$ cat src/rtl/coprosit_issue_queue.sv
// Coprosit issue stage: decodes offloaded instructions, buffers accepted
// ones and releases each to the posit unit once the core commits it.
module coprosit_issue_queue #(
    parameter int DEPTH = 4,
    parameter int ID_W  = 4
) (
    input  logic            clk_i,
    input  logic            rst_ni,
    input  logic            issue_valid_i,
    output logic            issue_ready_o,
    input  logic [31:0]     issue_instr_i,
    input  logic [ID_W-1:0] issue_id_i,
    input  logic [31:0]     issue_rs1_i,
    output logic            issue_accept_o,
    output logic            issue_writeback_o,
    output logic            issue_loadstore_o,
    input  logic            commit_valid_i,
    input  logic [ID_W-1:0] commit_id_i,
    input  logic            commit_kill_i,
    output logic            out_valid_o,
    input  logic            out_ready_i,
    output logic [4:0]      out_op_o,
    output logic [4:0]      out_rd_o,
    output logic [4:0]      out_rs1_o,
    output logic [4:0]      out_rs2_o,
    output logic [11:0]     out_imm_o,
    output logic [31:0]     out_rs1val_o,
    output logic [ID_W-1:0] out_id_o
);
    localparam int AW = $clog2(DEPTH);
    localparam logic [6:0] OPC = 7'b0101011;

    logic [4:0]      f5, f_rd, f_rs1, f_rs2;
    logic [2:0]      f3;
    logic            opc_ok, is_plw, is_psw, is_fp;
    logic            rs2z, rs1z, rdz, z_ok;
    logic            dec_ok, dec_wb;
    logic [4:0]      dec_op;
    logic [11:0]     dec_imm;

    assign f5     = issue_instr_i[31:27];
    assign f_rs2  = issue_instr_i[24:20];
    assign f_rs1  = issue_instr_i[19:15];
    assign f3     = issue_instr_i[14:12];
    assign f_rd   = issue_instr_i[11:7];
    assign opc_ok = issue_instr_i[6:0] == OPC;
    assign is_plw = opc_ok && f3 == 3'b101;
    assign is_psw = opc_ok && f3 == 3'b110;
    assign is_fp  = opc_ok && f3 == 3'b111 &&
                    issue_instr_i[26:25] == 2'b10 && f5 <= 5'd27;

    // Some ops reuse register slots that must be encoded as x0.
    assign rs2z = f5 == 5'd6 || (f5 >= 5'd9 && f5 <= 5'd19) ||
                  f5 == 5'd23 || f5 == 5'd24;
    assign rs1z = f5 >= 5'd9 && f5 <= 5'd11;
    assign rdz  = f5 >= 5'd7 && f5 <= 5'd10;
    assign z_ok = !(rs2z && f_rs2 != 5'd0) &&
                  !(rs1z && f_rs1 != 5'd0) &&
                  !(rdz && f_rd != 5'd0);

    always_comb begin
        dec_ok  = 1'b0;
        dec_op  = '0;
        dec_imm = '0;
        unique case (1'b1)
            is_plw: begin
                dec_ok  = 1'b1;
                dec_op  = 5'd28;
                dec_imm = issue_instr_i[31:20];
            end
            is_psw: begin
                dec_ok  = 1'b1;
                dec_op  = 5'd29;
                dec_imm = {issue_instr_i[31:25], issue_instr_i[11:7]};
            end
            is_fp: begin
                dec_ok = z_ok;
                dec_op = f5;
            end
            default: ;
        endcase
    end

    assign dec_wb = dec_op inside {5'd12, 5'd13, 5'd14, 5'd15,
                                   5'd23, 5'd25, 5'd26, 5'd27};

    assign issue_accept_o    = issue_valid_i & dec_ok;
    assign issue_writeback_o = issue_accept_o & dec_wb;
    assign issue_loadstore_o = issue_accept_o & (is_plw | is_psw);

    logic [AW-1:0]   wptr, rptr;
    logic [AW:0]     cnt;
    logic [DEPTH-1:0] vld, cmt, kil;
    logic [4:0]      op_q  [DEPTH];
    logic [4:0]      rd_q  [DEPTH];
    logic [4:0]      rs1_q [DEPTH];
    logic [4:0]      rs2_q [DEPTH];
    logic [11:0]     imm_q [DEPTH];
    logic [31:0]     val_q [DEPTH];
    logic [ID_W-1:0] id_q  [DEPTH];
    logic            full, push, pop, drop, hit_new;

    assign full          = cnt == (AW+1)'(DEPTH);
    assign issue_ready_o = !full;
    assign push          = issue_valid_i & issue_ready_o & dec_ok;
    assign hit_new       = commit_valid_i && commit_id_i == issue_id_i;

    // A killed head is retired internally without ever being offered.
    assign out_valid_o = vld[rptr] & cmt[rptr] & ~kil[rptr];
    assign drop        = vld[rptr] & cmt[rptr] & kil[rptr];
    assign pop         = (out_valid_o & out_ready_i) | drop;

    always_ff @(posedge clk_i or negedge rst_ni) begin
        if (!rst_ni) begin
            wptr <= '0;
            rptr <= '0;
            cnt  <= '0;
            vld  <= '0;
            cmt  <= '0;
            kil  <= '0;
            for (int i = 0; i < DEPTH; i++) begin
                op_q[i]  <= '0;
                rd_q[i]  <= '0;
                rs1_q[i] <= '0;
                rs2_q[i] <= '0;
                imm_q[i] <= '0;
                val_q[i] <= '0;
                id_q[i]  <= '0;
            end
        end else begin
            if (push) wptr <= wptr + 1'b1;
            if (pop) rptr <= rptr + 1'b1;
            if (push && !pop) cnt <= cnt + 1'b1;
            else if (!push && pop) cnt <= cnt - 1'b1;
            for (int i = 0; i < DEPTH; i++) begin
                if (push && wptr == AW'(i)) begin
                    op_q[i]  <= dec_op;
                    rd_q[i]  <= f_rd;
                    rs1_q[i] <= f_rs1;
                    rs2_q[i] <= f_rs2;
                    imm_q[i] <= dec_imm;
                    val_q[i] <= issue_rs1_i;
                    id_q[i]  <= issue_id_i;
                    vld[i]   <= 1'b1;
                    cmt[i]   <= hit_new;
                    kil[i]   <= hit_new & commit_kill_i;
                end else if (vld[i] && commit_valid_i &&
                             id_q[i] == commit_id_i) begin
                    cmt[i] <= 1'b1;
                    kil[i] <= commit_kill_i;
                end
                if (pop && rptr == AW'(i)) vld[i] <= 1'b0;
            end
        end
    end

    assign out_op_o     = out_valid_o ? op_q[rptr]  : '0;
    assign out_rd_o     = out_valid_o ? rd_q[rptr]  : '0;
    assign out_rs1_o    = out_valid_o ? rs1_q[rptr] : '0;
    assign out_rs2_o    = out_valid_o ? rs2_q[rptr] : '0;
    assign out_imm_o    = out_valid_o ? imm_q[rptr] : '0;
    assign out_rs1val_o = out_valid_o ? val_q[rptr] : '0;
    assign out_id_o     = out_valid_o ? id_q[rptr]  : '0;

endmodule
$ cat config.mk
export PLATFORM = sky130hd
export DESIGN_NAME = coprosit_issue_queue
export DESIGN_NICKNAME = d
export VERILOG_FILES = /design/src/rtl/coprosit_issue_queue.sv
export SDC_FILE = /design/constraint.sdc
export NUM_CORES = 1
export LEC_CHECK = 0
export CAP_MARGIN = 0
export CORE_ASPECT_RATIO = 1.75
export CORE_MARGIN = 2
export CORE_UTILIZATION = 50
export CTS_CLUSTER_SIZE = 10
export DETAILED_ROUTE_END_ITERATION = 10
export DONT_BUFFER_PORTS = 1
export PLACE_DENSITY = 0.77
export RECOVER_POWER = 50
export SLEW_MARGIN = 20
export SYNTH_ARGS = -nofsm -noshare
export SYNTH_HDL_FRONTEND = slang
export SYNTH_SLANG_ARGS = --single-unit
$ cat constraint.sdc
create_clock -name clk_i -period 2.5 [get_ports clk_i]
set_input_delay 0.5 -clock clk_i [delete_from_list [all_inputs] [get_ports clk_i]]
set_output_delay 0.5 -clock clk_i [all_outputs]
set_load 0.02 [all_outputs]
==> impl_metrics.json, run 1 <==
{
  "outcome": "finished, violations left",
  "violations": "negative hold slack, negative setup slack",
  "htreeDepth": 2,
  "met3WireLength_um": 1625,
  "synthMuxAreaShare": 0.2942,
  "cts.sinks": 291,
  "grt_start_max_net_pins": 292,
  "cts_buffer_depth": 3,
  "antenna_found_initial": 1,
  "maxSlewHeadroom": 0.6717,
  "wl_per_cell_um": 23.40,
  "hold_path.class": "input port to async pin",
  "r2r.worst_path.cells": 10,
  "path_clk_slew_ps": 50,
  "synth-xor-area-share": 0.01343,
  "drive_gt1_frac": 0.4229,
  "period_minus_slack_ps": 2897,
  "synth_top_cell_area_share": 0.5074,
  "ant_nets": 0,
  "synth_compound_area_frac": 0.07559,
  "rows": 82,
  "area_delta_synth_final_pct": 19.32,
  "met2WireLength_um": 18080,
  "overflow": 0,
  "port_buffers": 0,
  "cts-root-buf": "clkbuf_16",
  "ys_seq_elements": 291,
  "power.density_mw_per_mm2": 752.2,
  "synth_edf_count": 0,
  "maxClockFrequency_mhz": 345.2,
  "globalplace.congestion": 0.8531,
  "mappedNetlistArea_mm2": 0.01435,
  "highest_layer": "met4",
  "async_reset_ff_frac": 1.000,
  "via_per_inst": 5.977,
  "post-route-drc-count": 0,
  "track_usage": 0.2329,
  "finalSetupViolations": 70,
  "ir_drop_mv": 0.5383,
  "synth_area_leaders": "dfrtp_1 51%, mux4_2 11%, mux2_4 9.2%",
  "yosysUniqueCellTypes": 55,
  "grt_pass1_wl_um": 55190,
  "syn_inst": 976,
  "r2r_slack_ps": 250,
  "die_area_mm2": 0.03013,
  "finalCritPeriodShare": 1.159,
  "synth_simple_gate_area_frac": 0.05937,
  "final_area_mm2": 0.01712,
  "numCtsBuffers": 35,
  "vias": 8697,
  "ys_seq_area_frac": 0.5074,
  "synth_area_leader_cell": "dfrtp_1",
  "clock_latency_ps": 520,
  "die_h_um": 228.1,
  "cp-end-kind": "output port",
  "ios": 151,
  "start_kind": "register",
  "finalWorstSetupSlack_ps": -396.6,
  "worst-path-max-fanout": 7,
  "grt_pass1_vias": 9788,
  "synth.avg_cell_area_um2": 14.70,
  "die_x_um": 132.1,
  "fin_worst_skew_ps": 21.10,
  "synth_top_family_by_area": "multiplexers",
  "synthAdderAreaFrac": 0.009241,
  "tritoncts": "done",
  "crit_arrival_ps": 2400,
  "tns_ps": -21880,
  "hpwl_um": 21240,
  "criticalPathCategory": "register to output port",
  "dpl_cell_area_mm2": 0.01556,
  "core-area_mm2": 0.02842,
  "r2r_end": "cnt[2]$_DFFE_PN0P_",
  "final_util": 0.6025,
  "postRouteWirelength_um": 34040,
  "final_max_slew_viol_count": 0,
  "fin_nets": 1158,
  "rsz0062_at_grt": "yes",
  "crit_required_ps": 2000,
  "power.total_mw": 12.88,
  "wl_met1_um": 13260,
  "yosys_warnings": 0,
  "syn-num-nets": 1064,
  "power.leakage_nw": 8.183,
  "ys.flop_type": "dfrtp_1",
  "start_util": 0.5050,
  "holdWs_ps": -291.9,
  "final_hold_viol_count": 291,
  "tightest_slew_ps": 492.4,
  "worstReg2RegStart": "rptr[0]$_DFFE_PN0P_",
  "drt_pass1_iterations": 4,
  "max_cap_viol_count": 0,
  "initialDrtViolationCount": 497
}
Yosys cell counts (9+ instances only):
| library cell | n |
|---|---|
| ha_1 | 9 |
| mux4_2 | 69 |
| dfrtp_1 | 291 |
| clkbuf_1 | 33 |
| o2bb2ai_1 | 48 |
| mux2_1 | 49 |
| nor2_1 | 17 |
| nor2b_1 | 74 |
| buf_8 | 10 |
| a22oi_1 | 9 |
| xnor2_1 | 14 |
| mux2_4 | 88 |
| inv_1 | 20 |
| a32o_1 | 21 |
| nand2_1 | 30 |
| mux2_2 | 67 |
| buf_2 | 18 |
where the power goes:
group / switching (mW) / internal, mW
clock: 1.81 / 2.73
combinational: 1.67 / 1.66
sequential: 0.124 / 4.89
critical path, stage by stage, from the launching register on:
cell     delay (ps)
dfrtp_4         440
mux4_2          510
or2_4           350
buf_12          180
buf_6           120
nor2b_4         140
buf_6           130
final cells by class:
| class | count | area, µm² |
|---|---|---|
| Multi-Input combinational cell | 586 | 6725 |
| Timing Repair Buffer | 136 | 1568 |
| Fill cell | 2117 | 11300 |
| Clock buffer | 40 | 935.9 |
| Clock inverter | 3 | 55.05 |
| Inverter | 20 | 75.07 |
| Tap cell | 378 | 473.0 |
| Antenna cell | 1 | 2.502 |
| Sequential cell | 291 | 7289 |
layout by cell type, fill, tap and decap left out, types with 9 or more instances in the layout:
cell type and count:
a22oi_1 9, a32o_1 21, buf_12 22, buf_4 77, buf_6 26, clkbuf_16 37, dfrtp_1 289, inv_1 18
mux2_1 49, mux2_2 67, mux2_4 88, mux4_2 69, nand2_1 30, nor2_1 15, nor2b_1 38, nor2b_2 15
nor2b_4 21, o2bb2ai_1 48, xnor2_1 14
how the worst max path moves through the flow:
stage | end | depth (start not counted) | slack (ps) | from
after floorplan | cnt[2]$_DFFE_PN0P_ | 12 | -230 | issue_instr_i[20]
after global placement | issue_writeback_o | 6 | -260 | issue_instr_i[20]
after detailed placement | issue_writeback_o | 6 | -310 | issue_instr_i[20]
after CTS | out_imm_o[0] | 5 | -410 | rptr[0]$_DFFE_PN0P_
after global routing | out_op_o[1] | 6 | -480 | rptr[0]$_DFFE_PN0P_
final | out_rd_o[1] | 6 | -400 | rptr[0]$_DFFE_PN0P_
logic make-up after synthesis:
logic type | Yosys count
adders and majority gates | 10
xor gates and xnor gates | 22
muxes | 277
AOI/OAI and AO/OA | 123
buffers and inverters | 99
DFF | 291
and+or+nand+nor | 154
through the flow:
step	setup slack, ps	cells	hold WS [ps]
final	-396.6	1455	-291.9
after global routing	-475.6	1455	-322.9
after CTS	-412.3	1451	-317.3
after detailed placement	-313.4	1391	222.1
after global placement	-262.8	1391	222.5
after floorplan	-228.0	976	204.4
state kept, by name, indices dropped and copies added (netlist names), 4 cells and up:
register / cells
val_q: 128
imm_q: 48
op_q: 20
rd_q: 20
rs1_q: 20
rs2_q: 20
id_q: 16
cmt: 4
kil: 4
vld: 4
metal layers:
| layer | up-vias | track usage |
|---|---|---|
| met2 | 222 | 0.4110 |
| li1 | 3782 | - |
| met4 | 0 | 0.08967 |
| met3 | 61 | 0.04489 |
| met1 | 4632 | 0.2806 |
| met5 | - | 0 |
what timing repair did:
item,CTS,global route
setup buffers,12,2
pin swaps,1,3
endpoints found under the setup margin,71,71
resized for setup,41,36
endpoints found under the hold margin,291,291
cloned,5,1
No activity file was read; power rests on OpenSTA's default activity.
==> run 2: changes to the inputs <==
--- a/config.mk
+++ b/config.mk
@@ -9,12 +9,13 @@
 export CORE_ASPECT_RATIO = 1.75
 export CORE_MARGIN = 2
 export CORE_UTILIZATION = 50
+export CTS_BUF_LIST = sky130_fd_sc_hd__clkbuf_16
 export CTS_CLUSTER_SIZE = 10
 export DETAILED_ROUTE_END_ITERATION = 10
 export DONT_BUFFER_PORTS = 1
 export PLACE_DENSITY = 0.77
 export RECOVER_POWER = 50
-export SLEW_MARGIN = 20
+export REMOVE_ABC_BUFFERS = 1
 export SYNTH_ARGS = -nofsm -noshare
 export SYNTH_HDL_FRONTEND = slang
 export SYNTH_SLANG_ARGS = --single-unit
==> run 2 against run 1 <==
Against the previous run: the run still ends with negative hold slack, negative setup slack left; worst hold slack lost 33 ps; sequential share of layout area is 0.25 points lower; first-iteration DRC count rose by 9.5%; flip-flop and latch count did not move; clock-buffer cell count decreased by 3; total power decreased by 1.7%; critical path depth did not move; largest cell class unchanged; largest power group unchanged.
==> impl_metrics.json, run 2 (same netlist as run 1, synthesis figures left out) <==
{
  "initialDrtViolationCount": 544,
  "reg.largest.list": "val_q x128, imm_q x48",
  "violations": "negative hold slack, negative setup slack",
  "crit_required_ps": 2000,
  "tritoncts": "done",
  "grtUsageMet1": 0.2735,
  "die_x_um": 132.1,
  "cts-root-buf": "clkbuf_16",
  "dpl_cell_area_mm2": 0.01544,
  "finalCritPeriodShare": 1.163,
  "drt_pass1_iterations": 6,
  "overflow": 0,
  "final_area_mm2": 0.01722,
  "drive_gt1_frac": 0.4393,
  "fin_nets": 1163,
  "startpoint": "rptr[0]$_DFFE_PN0P_",
  "vias": 8744,
  "wl_per_cell_um": 24.08,
  "cp-end-kind": "output port",
  "crit_arrival_ps": 2410,
  "globalplace.congestion": 0.8007,
  "clock_latency_ps": 520,
  "final_max_slew_viol_count": 0,
  "htreeDepth": 2,
  "port_buffers": 0,
  "die_area_mm2": 0.03013,
  "num_antenna_cells": 0,
  "max_cap_viol_count": 0,
  "postRouteWirelength_um": 35080,
  "outcome": "finished, violations left",
  "maxClockFrequency_mhz": 344.0,
  "critPathCapture": "out_op_o[0]",
  "fin_worst_skew_ps": 17.20,
  "start_kind": "register",
  "hold_path.class": "input port to async pin",
  "post-route-drc-count": 0,
  "use_met2": 0.4274,
  "largest-register": "val_q",
  "grt_busiest_layer": "met2",
  "final_hold_viol_count": 291,
  "tns_ps": -23870,
  "maxSlewHeadroom": 0.5439,
  "ir_drop_mv": 0.5490,
  "final_cell_mix": "289 x dfrtp_1, 88 x mux2_4, 69 x mux4_2, 69 x buf_4, 67 x mux2_2",
  "r2r_end": "cnt[2]$_DFFE_PN0P_",
  "power.leakage_nw": 8.162,
  "ant_nets": 0,
  "layout_commonest_cell": "dfrtp_1",
  "tightest_slew_ps": 684.1,
  "r2r.worst_path.cells": 11,
  "grt_pass1_vias": 9866,
  "grt_pass1_wl_um": 55720,
  "rsz0062_at_grt": "yes",
  "numCtsBuffers": 35,
  "path_clk_slew_ps": 60,
  "grt_start_max_net_pins": 292,
  "final_util": 0.6061,
  "power.total_mw": 12.67,
  "finalWorstSetupSlack_ps": -407.0,
  "n_fill_cell": 2093,
  "worst-path-max-fanout": 5,
  "worstReg2RegStart": "rptr[0]$_DFFE_PN0P_",
  "area_delta_synth_final_pct": 20.02,
  "finalNonFillerCells": 1457,
  "power.density_mw_per_mm2": 735.3,
  "use_met3": 0.04511,
  "die_h_um": 228.1,
  "holdWs_ps": -325.0,
  "criticalPathCategory": "register to output port",
  "antenna_found_initial": 0,
  "ios": 151,
  "core-area_mm2": 0.02842,
  "via_per_inst": 6.001,
  "start_util": 0.5050,
  "cts_buffer_depth": 3,
  "finalSetupViolations": 70,
  "dp.cells": 1397,
  "rows": 82,
  "r2r_slack_ps": 0,
  "largest_register_ffs": 128,
  "track_usage": 0.2359,
  "period_minus_slack_ps": 2907,
  "cts.sinks": 291,
  "hpwl_um": 21390
}
-- run 2: per-stage QoR --
step           hold slack (ps)  worst slack, ps
3_3_place_gp             209.4           -305.7
2_1_floorplan            204.4            -2597
6_report                -325.0           -407.0
3_5_place_dp             208.2           -333.0
4_1_cts                 -337.6           -376.0
5_1_grt                 -340.2           -457.7
-- run 2: how the worst min path moves through the flow --
| stage | from | to | cells past startpoint |
|---|---|---|---|
| 5_1_grt | rst_ni | val_q[96]$_DFFE_PN0P_ | 0 |
| 3_5_place_dp | rst_ni | val_q[96]$_DFFE_PN0P_ | 0 |
| 2_1_floorplan | rst_ni | cmt[0]$_DFFE_PN0P_ | 0 |
| 6_report | rst_ni | val_q[96]$_DFFE_PN0P_ | 0 |
| 4_1_cts | rst_ni | val_q[96]$_DFFE_PN0P_ | 0 |
| 3_3_place_gp | rst_ni | val_q[64]$_DFFE_PN0P_ | 0 |
-- run 2: critical path, cell delays in order (launching register included) --
cell	delay, ps
dfrtp_4	440
mux4_2	530
or2_4	310
buf_12	170
buf_4	160
nor2b_4	140
buf_6	130
-- run 2: cell type report --
cell class,instances,area [µm²],share of cell area
sequential,291,7289,0.4232
timing repair buffer,140,1538,0.08928
clock inverter,4,21.27,0.001235
tap,378,473.0,0.02746
clock buffer,37,925.9,0.05376
inverter,20,75.07,0.004359
multi-input combinational,587,6902,0.4007
-- run 2: what timing repair did --
item / 4_1_cts / 5_1_grt
gates cloned: 4 / 1
hold endpoints to repair: 291 / 291
pin swaps: 5 / 5
gates resized for setup: 90 / 70
endpoints found under the setup margin: 71 / 72
buffers inserted: 14 / 3
-- run 2: per-layer routing --
| layer | vias to the layer above | part of all wire |
|---|---|---|
| met5 | - | 0 |
| met3 | 79 | 0.046 |
| li1 | 3783 | - |
| met2 | 217 | 0.54 |
| met1 | 4665 | 0.38 |
| met4 | 0 | 0.037 |
-- run 2: power breakdown --
| part | internal, mW | total [mW] | switching, mW |
|---|---|---|---|
| Combinational | 1.42 | 3.21 | 1.79 |
| Sequential | 4.88 | 5.01 | 0.124 |
| Clock | 2.60 | 4.45 | 1.85 |
| Total | 8.91 | 12.7 | 3.76 |
